[config.mk]
export PLATFORM = sky130hd
export DESIGN_NAME = axis_uart_tx
export DESIGN_NICKNAME = d
export VERILOG_FILES = /design/src/rtl/axis_uart_tx.sv
export SDC_FILE = /design/constraint.sdc
export NUM_CORES = 1
export LEC_CHECK = 0
export BUFFER_PORTS_ARGS = -buffer_cell sky130_fd_sc_hd__buf_2
export CORE_UTILIZATION = 45
export CTS_CLUSTER_SIZE = 20
export DETAILED_ROUTE_END_ITERATION = 8
export GPL_ROUTABILITY_DRIVEN = 0
export GPL_TIMING_DRIVEN = 0
export MAX_ROUTING_LAYER = met4
export PLACE_DENSITY = 0.74
export SKIP_LAST_GASP = 1
export SYNTH_ARGS = -nofsm -noshare
export SYNTH_HDL_FRONTEND = slang
export SYNTH_SLANG_ARGS = --single-unit
[constraint.sdc]
create_clock -name clock -period 5.5 [get_ports clock]
set_clock_uncertainty 0.2 [all_clocks]
set_input_delay 0.275 -clock clock [delete_from_list [all_inputs] [get_ports clock]]
set_output_delay 0.275 -clock clock [all_outputs]
set_load 0.005 [all_outputs]
[src/rtl/axis_uart_tx.sv]
// axis_uart_tx: byte-stream to serial UART transmitter (8 data bits, LSB
// first, 1 or 2 stop bits). A one-byte holding register lets frames run back
// to back with no idle bit between them.
module axis_uart_tx #(
  parameter int DIVISOR   = 16,  // clock cycles per bit period, >= 1
  parameter int STOP_BITS = 1    // 1 or 2
) (
  input  logic       clock,
  input  logic       reset,
  input  logic [7:0] idata,
  input  logic       ivalid,
  output logic       iready,
  output logic       txd,
  output logic       busy
);

  // Handshake: a byte moves on a rising edge where ivalid && iready. iready
  // depends only on the holding register and reset, never on ivalid, and
  // idata is ignored whenever ivalid is low. ivalid may be withdrawn freely.

  // Wide enough to hold DIVISOR-1 even when DIVISOR == 1.
  localparam int BW = $clog2(DIVISOR + 1);

  typedef enum logic [1:0] {
    S_IDLE  = 2'd0,
    S_START = 2'd1,
    S_DATA  = 2'd2,
    S_STOP  = 2'd3
  } state_t;

  state_t          state_q, state_d;
  logic [BW-1:0]   baud_q, baud_d;
  logic [2:0]      bit_q, bit_d;
  logic [7:0]      shift_q, shift_d;
  logic [7:0]      hold_q, hold_d;
  logic            hold_valid_q, hold_valid_d;
  logic            txd_q, txd_d;
  logic            busy_q, busy_d;

  logic            xfer;
  logic            baud_end;
  logic            last_stop;
  logic            direct_load;

  assign iready = !hold_valid_q && !reset;
  assign txd    = txd_q;
  assign busy   = busy_q;

  // Next-state logic for the frame engine, holding register and outputs.
  always_comb begin
    state_d      = state_q;
    baud_d       = baud_q;
    bit_d        = bit_q;
    shift_d      = shift_q;
    hold_d       = hold_q;
    hold_valid_d = hold_valid_q;
    txd_d        = txd_q;

    xfer      = ivalid && iready;
    baud_end  = (baud_q == BW'(DIVISOR - 1));
    last_stop = (state_q == S_STOP) && baud_end && (bit_q == 3'(STOP_BITS - 1));
    // A byte arriving exactly as the last stop period ends (holding register
    // empty) goes straight into the shifter so it is neither lost nor delayed.
    direct_load = xfer && ((state_q == S_IDLE) || last_stop);

    case (state_q)
      S_IDLE: begin
        txd_d = 1'b1;
        if (xfer) begin
          state_d = S_START;
          shift_d = idata;
          baud_d  = '0;
          bit_d   = '0;
          txd_d   = 1'b0;
        end
      end
      S_START: begin
        if (baud_end) begin
          state_d = S_DATA;
          baud_d  = '0;
          bit_d   = '0;
          txd_d   = shift_q[0];
        end else begin
          baud_d = baud_q + BW'(1);
        end
      end
      S_DATA: begin
        if (baud_end) begin
          baud_d = '0;
          if (bit_q == 3'd7) begin
            state_d = S_STOP;
            bit_d   = '0;
            txd_d   = 1'b1;
          end else begin
            bit_d   = bit_q + 3'd1;
            shift_d = {1'b0, shift_q[7:1]};
            txd_d   = shift_q[1];
          end
        end else begin
          baud_d = baud_q + BW'(1);
        end
      end
      S_STOP: begin
        if (baud_end) begin
          baud_d = '0;
          if (last_stop) begin
            bit_d = '0;
            if (hold_valid_q) begin
              state_d      = S_START;
              shift_d      = hold_q;
              hold_valid_d = 1'b0;
              txd_d        = 1'b0;
            end else if (xfer) begin
              state_d = S_START;
              shift_d = idata;
              txd_d   = 1'b0;
            end else begin
              state_d = S_IDLE;
              txd_d   = 1'b1;
            end
          end else begin
            bit_d = bit_q + 3'd1;
          end
        end else begin
          baud_d = baud_q + BW'(1);
        end
      end
      default: begin
        state_d = S_IDLE;
        txd_d   = 1'b1;
      end
    endcase

    // Any accepted byte that did not go straight into the shifter is parked.
    if (xfer && !direct_load) begin
      hold_d       = idata;
      hold_valid_d = 1'b1;
    end

    busy_d = (state_d != S_IDLE) || hold_valid_d;
  end

  // State and registered outputs; reset aborts any frame and drops the held byte.
  always_ff @(posedge clock) begin
    if (reset) begin
      state_q      <= S_IDLE;
      baud_q       <= '0;
      bit_q        <= '0;
      shift_q      <= '0;
      hold_q       <= '0;
      hold_valid_q <= 1'b0;
      txd_q        <= 1'b1;
      busy_q       <= 1'b0;
    end else begin
      state_q      <= state_d;
      baud_q       <= baud_d;
      bit_q        <= bit_d;
      shift_q      <= shift_d;
      hold_q       <= hold_d;
      hold_valid_q <= hold_valid_d;
      txd_q        <= txd_d;
      busy_q       <= busy_d;
    end
  end

endmodule

==> qor_table.md, run 1 <==
| Item | Reported | Unit |
| --- | --- | --- |
| Number of setup violations in the final report | 0 | - |
| Worst reg2reg path endpoint | shift_q[3] | - |
| Hold Path Cell Cnt | 3 | - |
| Number of global-route vias before repair | 1332 | - |
| Required time of the critical path | 5.52 | ns |
| Number of I/O port buffers | 12 | - |
| Post-synth cell types | 37 | - |
| Maximum frequency from static timing analysis | 413.2 | MHz |
| Post-synthesis sequential area ratio | 0.3912 | - |
| Setup repair after global routing missed its margin | no | - |
| Main combinational cell family by area after synthesis | compound AO/OA/AOI/OAI gates | - |
| Outcome | finished, final reports clean | - |
| Worst-Margin Slew | 0.6285 | ns |
| Num CTS Buffers | 5 | - |
| Top cell type by total area after synthesis | sky130_fd_sc_hd__dfxtp_1 | - |
| Initial antenna violation count | 0 | - |
| Max-Slew Margin vs Limit | 0.5796 | - |
| Count of warnings emitted by yosys | 0 | - |
| Std-Cell Core Area | 0.003103 | mm^2 |
| Top_reg_cell synth | sky130_fd_sc_hd__dfxtp_1 | - |
| Initial core utilization | 0.4782 | - |
| Total half-perimeter wirelength after legalization and detailed placement | 2383 | um |
| Final ANT Viol Nets | 0 | - |
| Clock Tree Buf Depth | 2 | - |
| Clock tree from TritonCTS | built | - |
| Worst Setup End Kind | flip-flop | - |
| Average cell area after synthesis | 8.781 | um^2 |
| Vert. Die Dim | 59.43 | um |
| Share of the cycle needed by the critical path after routing | 0.4400 | - |
| Clock root buffer | sky130_fd_sc_hd__clkbuf_4 | - |
| Summed negative setup slack over all endpoints | 0 | ns |
| Top-level I/O count | 14 | - |
| Fin. max-slew vios | 0 | - |
| Congestion Overflow GR | 0 | - |
| Area fraction in and, or, nand and nor cells after synthesis | 0.2099 | - |
| Post-synthesis sequential element count | 29 | - |
| Post-Syn Area | 0.001484 | mm^2 |
| FF-to-FF setup slack | 3.08 | ns |
| Cells on worst reg2reg path | 7 | - |
| Number of buffers added to fix hold violations after cts | 4 | - |
| Post-synth top area share | 0.3912 | - |
| Adder and majority cell fraction of the synthesized area | 0.03373 | - |
| Hold path start | idata[7] | - |
| Overall die area | 0.003531 | mm^2 |
| Number of core rows | 20 | - |
| Worst Hold End | hold_q[7] | - |
| Largest net degree at the start of global routing | 11 | - |
| Net count of the finished layout | 207 | - |
| Kind of start point of the critical path | flip-flop | - |
| Clk_lat worst skew | 0.33 | ns |
| # H-tree levels | 2 | - |
| Class of the most critical setup path | flip-flop to flip-flop | - |
| Area overhead of the layout relative to synthesis | 13.91 | % |
| Antenna diode instance count | 0 | - |
| Overall Power | 418.5 | uW |
| Total number of clock tree sinks | 29 | - |
| Final Hold Fails | 0 | - |
| Per-cell via count in the routed design | 5.789 | - |
| Number of enable-type register cells in the synthesized netlist | 0 | - |
| Final wirelength | 3415 | um |
| Mux share of post-synthesis cell area | 0.06745 | - |
| Async S/R FF share, synth | 0 | - |
| Min Clock Period, post-route | 2.420 | ns |
| Post-route DRC | 0 | - |
| Worst min-delay path category | primary input to flip-flop | - |
| Detailed Route Iter0 Violations | 53 | - |
| Count of cells resized by post-cts repair | 0 | - |
| Worst reg2reg path startpoint | baud_q[0] | - |
| Synth Net Count | 184 | - |
| CTS clock-pin slew for the worst setup and hold paths | 0.09 | ns |
| Max-cap viol count | 0 | - |
| Vias after detailed routing | 1372 | - |
| Most frequent cell after synthesis | sky130_fd_sc_hd__dfxtp_1 | - |
| Dominant cells by area after synthesis | sky130_fd_sc_hd__dfxtp_1, sky130_fd_sc_hd__mux2i_1, sky130_fd_sc_hd__nor2_1, sky130_fd_sc_hd__a21oi_1, sky130_fd_sc_hd__a22o_1 | - |
| PwrDens | 247.6 | mW/mm^2 |
| First-pass iteration count of the detailed router | 4 | - |
| Leakage | 0.0006152 | uW |
| Horizontal extent of the die | 59.43 | um |
| Fraction of final layout cells with drive strength greater than 1 | 0.1399 | - |
| Critical path fanouts, max | 9 | - |
| Number of buffers inserted to repair setup after CTS | 0 | - |
| Gate count after technology mapping | 169 | - |
| Global-route total usage across every layer | 0.2349 | - |
| Fraction of the mapped netlist area in compound gates | 0.2470 | - |
| Avg WL per Cell | 14.41 | um |
| Arrival time worst endpoint | 2.44 | ns |
| Maximum resistive drop on vdd | 0.0001408 | V |
| Xor-xnor portion of the synthesized cell area | 0 | - |
| Synth cell count leaders | sky130_fd_sc_hd__dfxtp_1, sky130_fd_sc_hd__nor2_1, sky130_fd_sc_hd__a21oi_1, sky130_fd_sc_hd__clkbuf_1, sky130_fd_sc_hd__mux2i_1 | - |
| Wire length of the first global-routing pass | 5934 | um |
-- worst max-delay path by stage --
stage,startpoint,end,slack (ns),cells past startpoint
finish,baud_q[0],shift_q[3],3.08,7
floorplan,baud_q[0],shift_q[0],3.41,7
global route,baud_q[0],shift_q[5],2.88,7
global placement,baud_q[0],shift_q[4],3.17,7
detailed placement,baud_q[0],shift_q[6],3.09,7
CTS,baud_q[0],shift_q[3],3.08,7
-- cell families (layout without fill, tap and decap cells) --
kind of cell / count (synthesis) / after routing
muxes: 10 / 10
adders and majority gates: 4 / 4
and+or+nand+nor: 59 / 59
DFF: 29 / 29
buffers and inverters: 16 / 40
AOI/OAI and AO/OA: 51 / 51
-- worst max-delay path, cell delays in order, from the launching register on --
cell and delay, ns:
sky130_fd_sc_hd__dfxtp_1 0.38, sky130_fd_sc_hd__ha_1 0.26, sky130_fd_sc_hd__and4b_1 0.22, sky130_fd_sc_hd__clkbuf_1 0.37, sky130_fd_sc_hd__o22ai_1 0.17, sky130_fd_sc_hd__o21ba_2 0.23
sky130_fd_sc_hd__clkbuf_1 0.20, sky130_fd_sc_hd__a22o_1 0.28
-- area by class of cell --
| type | instances | area, um^2 |
|---|---|---|
| fill | 294 | 1413 |
| clock buffer | 6 | 41.29 |
| inverter | 3 | 11.26 |
| buffer | 13 | 63.81 |
| timing repair buffer | 16 | 100.1 |
| clock inverter | 2 | 10.01 |
| tap | 44 | 55.05 |
| sequential | 29 | 580.6 |
| multi-input combinational | 124 | 828.3 |
-- metrics by stage --
step	hold slack, ns	worst slack (ns)	cell area [um^2]	utilization	cells
after floorplan	0.2222	3.409	1484	-	169
after detailed placement	0.2614	3.093	1599	0.5153	225
final	0.006956	3.080	1690	0.5448	237
after global routing	0.003371	2.883	1690	0.5448	237
after CTS	0.001262	3.080	1690	0.5448	237
after global placement	0.2417	3.168	1599	0.5153	225
-- placed cells by master, fill, tap and decap left out, types with 2 or more instances in the layout --
cell	netlist	final
sky130_fd_sc_hd__clkbuf_1	10	11
sky130_fd_sc_hd__dlygate4sd3_1	0	4
sky130_fd_sc_hd__nand2_1	6	6
sky130_fd_sc_hd__nand3_1	5	5
sky130_fd_sc_hd__buf_6	2	2
sky130_fd_sc_hd__and4b_1	2	2
sky130_fd_sc_hd__dfxtp_1	29	29
sky130_fd_sc_hd__or2_2	2	2
sky130_fd_sc_hd__a31oi_1	8	8
sky130_fd_sc_hd__o21ai_0	5	5
sky130_fd_sc_hd__ha_1	4	4
sky130_fd_sc_hd__nor3_1	3	3
sky130_fd_sc_hd__a22o_1	7	7
sky130_fd_sc_hd__clkbuf_4	0	5
sky130_fd_sc_hd__a32o_1	2	2
sky130_fd_sc_hd__nand4_1	2	2
sky130_fd_sc_hd__a311oi_1	2	2
sky130_fd_sc_hd__nor2b_1	8	8
sky130_fd_sc_hd__nor3b_1	2	2
sky130_fd_sc_hd__mux2i_1	10	10
sky130_fd_sc_hd__a21oi_1	13	13
sky130_fd_sc_hd__o2bb2ai_1	7	7
sky130_fd_sc_hd__clkinv_2	0	2
sky130_fd_sc_hd__inv_1	2	2
sky130_fd_sc_hd__a211oi_1	2	2
sky130_fd_sc_hd__buf_2	0	12
sky130_fd_sc_hd__nand2b_1	3	3
sky130_fd_sc_hd__nor2_1	20	20
-- metal layers --
layer	up-vias	share of wire	global-route usage
li1	663	-	-
met1	654	0.44	0.2698
met2	43	0.49	0.3884
met3	12	0.048	0.05895
met4	0	0.023	0.09524
met5	-	0	-
-- power by group --
part           internal, uW  switching [uW]  leakage [uW]
clock network          48.6            76.4     0.0000320
logic                  28.1            40.8      0.000347
registers               219            5.59      0.000236
total                   296             123      0.000615
-- sequential cells by signal, summed over array words and instances (netlist names) --
register	count
hold_q	8
busy	1
baud_q	5
txd	1
bit_q	3
state_q	2
shift_q	8
hold_valid_q	1
Note: power is estimated with default switching activity, not from simulation.
==> inputs of run 2 (changes only) <==
--- a/config.mk
+++ b/config.mk
@@ -12,7 +12,7 @@
 export GPL_ROUTABILITY_DRIVEN = 0
 export GPL_TIMING_DRIVEN = 0
 export MAX_ROUTING_LAYER = met4
-export PLACE_DENSITY = 0.74
+export PLACE_DENSITY = 0.77
 export SKIP_LAST_GASP = 1
 export SYNTH_ARGS = -nofsm -noshare
 export SYNTH_HDL_FRONTEND = slang
==> constraint.sdc (replaced) <==
create_clock -name clock -period 2 [get_ports clock]
set_clock_uncertainty 0.2 [all_clocks]
set_input_delay 0.1 -clock clock [delete_from_list [all_inputs] [get_ports clock]]
set_output_delay 0.1 -clock clock [all_outputs]
set_load 0.005 [all_outputs]
==> run 2 against run 1 <==
Net effect: combinational power grew to 3.0 times the previous value; register-to-register slack lost 3.0 ns; cell area grew 8.7%; largest power group unchanged; wire length grew 14%; total power grew to 3.0 times the previous value; highest routed layer unchanged.
==> qor_table.md, run 2 (synthesis results as in run 1) <==
| Item | Reported | Unit |
| --- | --- | --- |
| First-pass iteration count of the detailed router | 4 | - |
| Post-route DRC | 0 | - |
| Top-level I/O count | 14 | - |
| Fin. max-slew vios | 0 | - |
| Maximum frequency from static timing analysis | 509.4 | MHz |
| Hold Path Cell Cnt | 1 | - |
| Clock Tree Buf Depth | 2 | - |
| Net count of the finished layout | 214 | - |
| Critical path fanouts, max | 7 | - |
| Clock tree from TritonCTS | built | - |
| Overall die area | 0.003531 | mm^2 |
| Number of core rows | 20 | - |
| DR WL met3 | 199 | um |
| Avg WL per Cell | 15.98 | um |
| Fraction of final layout cells with drive strength greater than 1 | 0.2250 | - |
| Largest registers in the final layout | hold_q x8, shift_q x8, baud_q x5 | - |
| Congestion Overflow GR | 0 | - |
| Summed negative setup slack over all endpoints | 0 | ns |
| Worst Setup End Kind | flip-flop | - |
| Number of I/O port buffers | 12 | - |
| Per-cell via count in the routed design | 5.898 | - |
| Min Clock Period, post-route | 1.963 | ns |
| Leading cell type in the layout, fill and taps excluded | sky130_fd_sc_hd__dfxtp_1 | - |
| Most frequent cells in the layout | sky130_fd_sc_hd__dfxtp_1, sky130_fd_sc_hd__nor2_1, sky130_fd_sc_hd__a21oi_1, sky130_fd_sc_hd__buf_2, sky130_fd_sc_hd__dlygate4sd3_1 | - |
| Area overhead of the layout relative to synthesis | 23.86 | % |
| Worst-Margin Slew | 0.4821 | ns |
| Class of the most critical setup path | primary input to flip-flop | - |
| Required time of the critical path | 2.01 | ns |
| Power Internal | 899.2 | uW |
| Maximum resistive drop on vdd | 0.0004930 | V |
| Routed length on met1 | 1604 | um |
| Part of the power in the clock network | 0.336 | - |
| PwrDens | 684.6 | mW/mm^2 |
| Setup repair after global routing missed its margin | yes | - |
| Share of the cycle needed by the critical path after routing | 0.9816 | - |
| Leakage | 0.0006870 | uW |
| Net load switching power | 359.2 | uW |
| Overall Power | 1258 | uW |
| Outcome | finished, final reports clean | - |
| Cells on worst reg2reg path | 7 | - |
| Wire length of the first global-routing pass | 6175 | um |
| Num CTS Buffers | 5 | - |
| Worst min-delay path category | flip-flop to flip-flop | - |
| # H-tree levels | 2 | - |
| Uppermost routed layer | met4 | - |
| Largest net degree at the start of global routing | 11 | - |
| Detailed Route Iter0 Violations | 52 | - |
| Number of global-route vias before repair | 1448 | - |
| Number of setup violations in the final report | 0 | - |
| Final Hold Fails | 0 | - |
| Clk_lat worst skew | 0.34 | ns |
| Met2 Routed Length | 1942 | um |
| Std-Cell Core Area | 0.003103 | mm^2 |
| Max-cap viol count | 0 | - |
| FF-to-FF setup slack | 0.04 | ns |
| Max-Slew Margin vs Limit | 0.6786 | - |
| Flop pwr share | 0.500 | - |
| Vert. Die Dim | 59.43 | um |
| Initial antenna violation count | 0 | - |
| Vias after detailed routing | 1439 | - |
| Final ANT Viol Nets | 0 | - |
| Horizontal extent of the die | 59.43 | um |
| Initial core utilization | 0.4782 | - |
| CTS clock-pin slew for the worst setup and hold paths | 0.08 | ns |
| Switching share of total power | 0.2854 | - |
| Clock root buffer | sky130_fd_sc_hd__clkbuf_4 | - |
| Global-route total usage across every layer | 0.2469 | - |
| Comb power frac | 0.165 | - |
| Arrival time worst endpoint | 1.97 | ns |
| Total number of clock tree sinks | 29 | - |
| Final wirelength | 3900 | um |
| Total half-perimeter wirelength after legalization and detailed placement | 2436 | um |
| Antenna diode instance count | 0 | - |
| Final cell utilization of the core | 0.5923 | - |
| Kind of start point of the critical path | primary input | - |
==> run 2: layout make-up <==
| class | count | area, um^2 |
|---|---|---|
| timing repair buffer | 27 | 201.4 |
| clock inverter | 1 | 5.005 |
| inverter | 3 | 11.26 |
| fill | 275 | 1265 |
| sequential | 29 | 584.3 |
| multi-input combinational | 124 | 867.1 |
| buffer | 9 | 48.80 |
| tap | 44 | 55.05 |
| clock buffer | 7 | 65.06 |
==> run 2: worst paths after layout <==
path,endpoint,from
worst max-delay path,hold_q[5],reset
worst min-delay path,shift_q[6],shift_q[6]
worst max register to register,hold_q[5],bit_q[0]
worst min register to register,shift_q[6],shift_q[6]
==> run 2: repair_timing <==
item	CTS	global route
hold endpoints to repair	20	0
resized for setup	8	10
buffers inserted	2	3
pin swaps	1	1
gates cloned	0	0
endpoints found under the setup margin	21	18
hold buffers	10	0
==> run 2: worst max-delay path, stage by stage <==
cell and delay [ns]:
sky130_fd_sc_hd__dlygate4sd3_1 0.55, sky130_fd_sc_hd__buf_6 0.14, sky130_fd_sc_hd__or3b_4 0.44, sky130_fd_sc_hd__a211oi_4 0.26, sky130_fd_sc_hd__buf_6 0.17, sky130_fd_sc_hd__mux2i_2 0.23
sky130_fd_sc_hd__nor2_1 0.06
==> run 2: stage by stage <==
stage / area, um^2 / instances / worst slack, ns / hold slack, ns
6_report: 1838 / 244 / 0.03684 / 0.2818
4_1_cts: 1798 / 243 / 0.008467 / 0.2805
2_1_floorplan: 1485 / 169 / 0.02869 / 0.04716
3_3_place_gp: 1600 / 225 / -0.2097 / 0.1527
3_5_place_dp: 1600 / 225 / -0.2865 / 0.1723
5_1_grt: 1838 / 244 / -0.03267 / 0.2931
==> run 2: routing by layer <==
| metal | vias to the layer above | GRT usage |
|---|---|---|
| li1 | 683 | - |
| met1 | 689 | 0.2625 |
| met2 | 50 | 0.4029 |
| met3 | 17 | 0.07205 |
| met4 | 0 | 0.1497 |
| met5 | - | - |
==> run 2: power groups by stage <==
stage / logic [uW] / registers, uW / clock network [uW]
floorplan: 132 / 628 / 0
global placement: 178 / 630 / 0
detailed placement: 182 / 631 / 0
CTS: 197 / 625 / 419
global route: 226 / 632 / 447
finish: 207 / 629 / 423
==> inputs of run 3 (changes only) <==
--- a/config.mk
+++ b/config.mk
@@ -13,6 +13,7 @@
 export GPL_TIMING_DRIVEN = 0
 export MAX_ROUTING_LAYER = met4
 export PLACE_DENSITY = 0.77
+export REMOVE_ABC_BUFFERS = 1
 export SKIP_LAST_GASP = 1
 export SYNTH_ARGS = -nofsm -noshare
 export SYNTH_HDL_FRONTEND = slang
==> run 3 against run 2 <==
Net effect: the run now ends with hold timing left; combinational power fell by 18%; critical path depth down 2; cell count decreased by 3.3%; first-iteration DRC count is 7.7% higher; largest cell class unchanged.
==> qor_table.md, run 3 (synthesis results as in run 1) <==
| Item | Reported | Unit |
| --- | --- | --- |
| Share of the cycle needed by the critical path after routing | 0.9634 | - |
| Cell area after placement | 0.001540 | mm^2 |
| Avg WL per Cell | 14.94 | um |
| Fillers | 297 | - |
| Switching share of total power | 0.2804 | - |
| Wire length of the first global-routing pass | 5802 | um |
| Detailed Route Iter0 Violations | 56 | - |
| Fraction of final layout cells with drive strength greater than 1 | 0.2188 | - |
| Outcome | finished with violations | - |
| Leakage | 0.0006620 | uW |
| First-pass iteration count of the detailed router | 4 | - |
| Area of the multi-input gates | 853.3 | um^2 |
| Top-level I/O count | 14 | - |
| Power Internal | 888.0 | uW |
| Number of setup violations in the final report | 0 | - |
| Max-Slew Margin vs Limit | 0.6556 | - |
| Net load switching power | 346.0 | uW |
| Cells on worst reg2reg path | 5 | - |
| CTS clock-pin slew for the worst setup and hold paths | 0.10 | ns |
| Total number of clock tree sinks | 29 | - |
| Required time of the critical path | 2.04 | ns |
| Final Hold Fails | 1 | - |
| # H-tree levels | 2 | - |
| Violations in the final reports | hold timing | - |
| Clk_lat worst skew | 0.34 | ns |
| Clock Tree Buf Depth | 2 | - |
| Worst-Margin Slew | 0.5166 | ns |
| Final wirelength | 3526 | um |
| Area overhead of the layout relative to synthesis | 20.07 | % |
| Min Clock Period, post-route | 1.927 | ns |
| Summed negative setup slack over all endpoints | 0 | ns |
| Net count of the finished layout | 206 | - |
| Final ANT Viol Nets | 0 | - |
| Number of I/O port buffers | 13 | - |
| Overall die area | 0.003531 | mm^2 |
| Leading cell type in the layout, fill and taps excluded | sky130_fd_sc_hd__dfxtp_1 | - |
| Clock root buffer | sky130_fd_sc_hd__clkbuf_4 | - |
| Arrival time worst endpoint | 1.96 | ns |
| Hold Path Cell Cnt | 2 | - |
| Critical path fanouts, max | 8 | - |
| Final worst hold slack | -0.005254 | ns |
| Class of the most critical setup path | flip-flop to flip-flop | - |
| Kind of start point of the critical path | flip-flop | - |
| Total half-perimeter wirelength after legalization and detailed placement | 2193 | um |
| Post-route cell area | 0.001782 | mm^2 |
| Initial antenna violation count | 0 | - |
| Antenna diode instance count | 0 | - |
| Fin. max-slew vios | 0 | - |
| Vias after detailed routing | 1362 | - |
| Std-Cell Core Area | 0.003103 | mm^2 |
| Worst Setup End Kind | flip-flop | - |
| Initial core utilization | 0.4782 | - |
| Maximum resistive drop on vdd | 0.0005475 | V |
| Number of global-route vias before repair | 1350 | - |
| Part of the power in the clock network | 0.342 | - |
| Clock tree from TritonCTS | built | - |
| Maximum frequency from static timing analysis | 519.0 | MHz |
| Worst min-delay path category | primary input to flip-flop | - |
| PwrDens | 692.6 | mW/mm^2 |
| Overall Power | 1234 | uW |
| Vert. Die Dim | 59.43 | um |
| Horizontal extent of the die | 59.43 | um |
| Comb power frac | 0.137 | - |
| Final cell utilization of the core | 0.5742 | - |
| Max-cap viol count | 0 | - |
| Flop pwr share | 0.521 | - |
| Largest net degree at the start of global routing | 29 | - |
| Num CTS Buffers | 5 | - |
| Largest registers in the final layout | hold_q x8, shift_q x8, baud_q x5 | - |
| Global-route total usage across every layer | 0.2361 | - |
| Most frequent cells in the layout | sky130_fd_sc_hd__dfxtp_1, sky130_fd_sc_hd__nor2_1, sky130_fd_sc_hd__a21oi_1, sky130_fd_sc_hd__buf_2, sky130_fd_sc_hd__mux2i_1 | - |
| Congestion Overflow GR | 0 | - |
| Area used by sequential logic in the layout | 588.1 | um^2 |
| Number of core rows | 20 | - |
| Post-route DRC | 0 | - |
| Per-cell via count in the routed design | 5.771 | - |
| Setup repair after global routing missed its margin | yes | - |
## run 3: changes by cell type in the layout (fill, tap and decap cells not counted), sizes merged
cell,previous run,this run
buf,20,19
clkbuf,13,7
dlygate4sd3,10,9
## run 3: worst paths after layout
| path | startpoint | end | slack (ns) |
|---|---|---|---|
| max | baud_q[0] | shift_q[6] | 0.07 |
| min | reset | hold_q[3] | -0.005 |
| max reg2reg | baud_q[0] | shift_q[6] | 0.07 |
| min reg2reg | shift_q[5] | shift_q[5] | 0.28 |
## run 3: power groups by stage
| stage | clock network, uW | registers, uW | logic [uW] |
|---|---|---|---|
| 3_5_place_dp | 0 | 653 | 145 |
| 3_3_place_gp | 0 | 651 | 139 |
| 5_1_grt | 457 | 649 | 187 |
| 6_report | 422 | 643 | 169 |
| 2_1_floorplan | 0 | 643 | 97.4 |
| 4_1_cts | 425 | 640 | 164 |
## run 3: per-layer routing
layer / vias up / track usage / share of wire
met5: - / - / 0
met4: 0 / 0.1463 / 0.025
met3: 8 / 0.04585 / 0.033
li1: 669 / - / -
met1: 654 / 0.2503 / 0.45
met2: 31 / 0.4013 / 0.50
## run 3: cell type report
cell class              instances  share of cell area
well taps                      44             0.03090
clock inverters                 1            0.002809
clock buffers                   7             0.03652
repair buffers                 28              0.1145
flip-flops and latches         29              0.3301
inverters                       3            0.006320
multi-input cells             124              0.4789
## run 3: per-stage QoR
stage	setup WS, ns	cells
4_1_cts	0.01318	234
6_report	0.07323	236
3_3_place_gp	-0.3306	213
2_1_floorplan	0.03073	156
3_5_place_dp	-0.3950	213
5_1_grt	-0.03423	236
## run 3: repair_timing
item | CTS | global route
hold endpoints to repair | 18 | 0
gates resized for setup | 5 | 8
hold buffers | 9 | 0
pin swaps | 2 | 2
endpoints found under the setup margin | 17 | 17
setup buffers | 4 | 2
## run 3: worst max-delay path: stages, from the launching register on
cell                      delay [ns]
sky130_fd_sc_hd__dfxtp_1        0.39
sky130_fd_sc_hd__ha_2           0.23
sky130_fd_sc_hd__and4b_2        0.32
sky130_fd_sc_hd__o22ai_1        0.15
sky130_fd_sc_hd__o21ba_4        0.28
sky130_fd_sc_hd__a22o_1         0.24
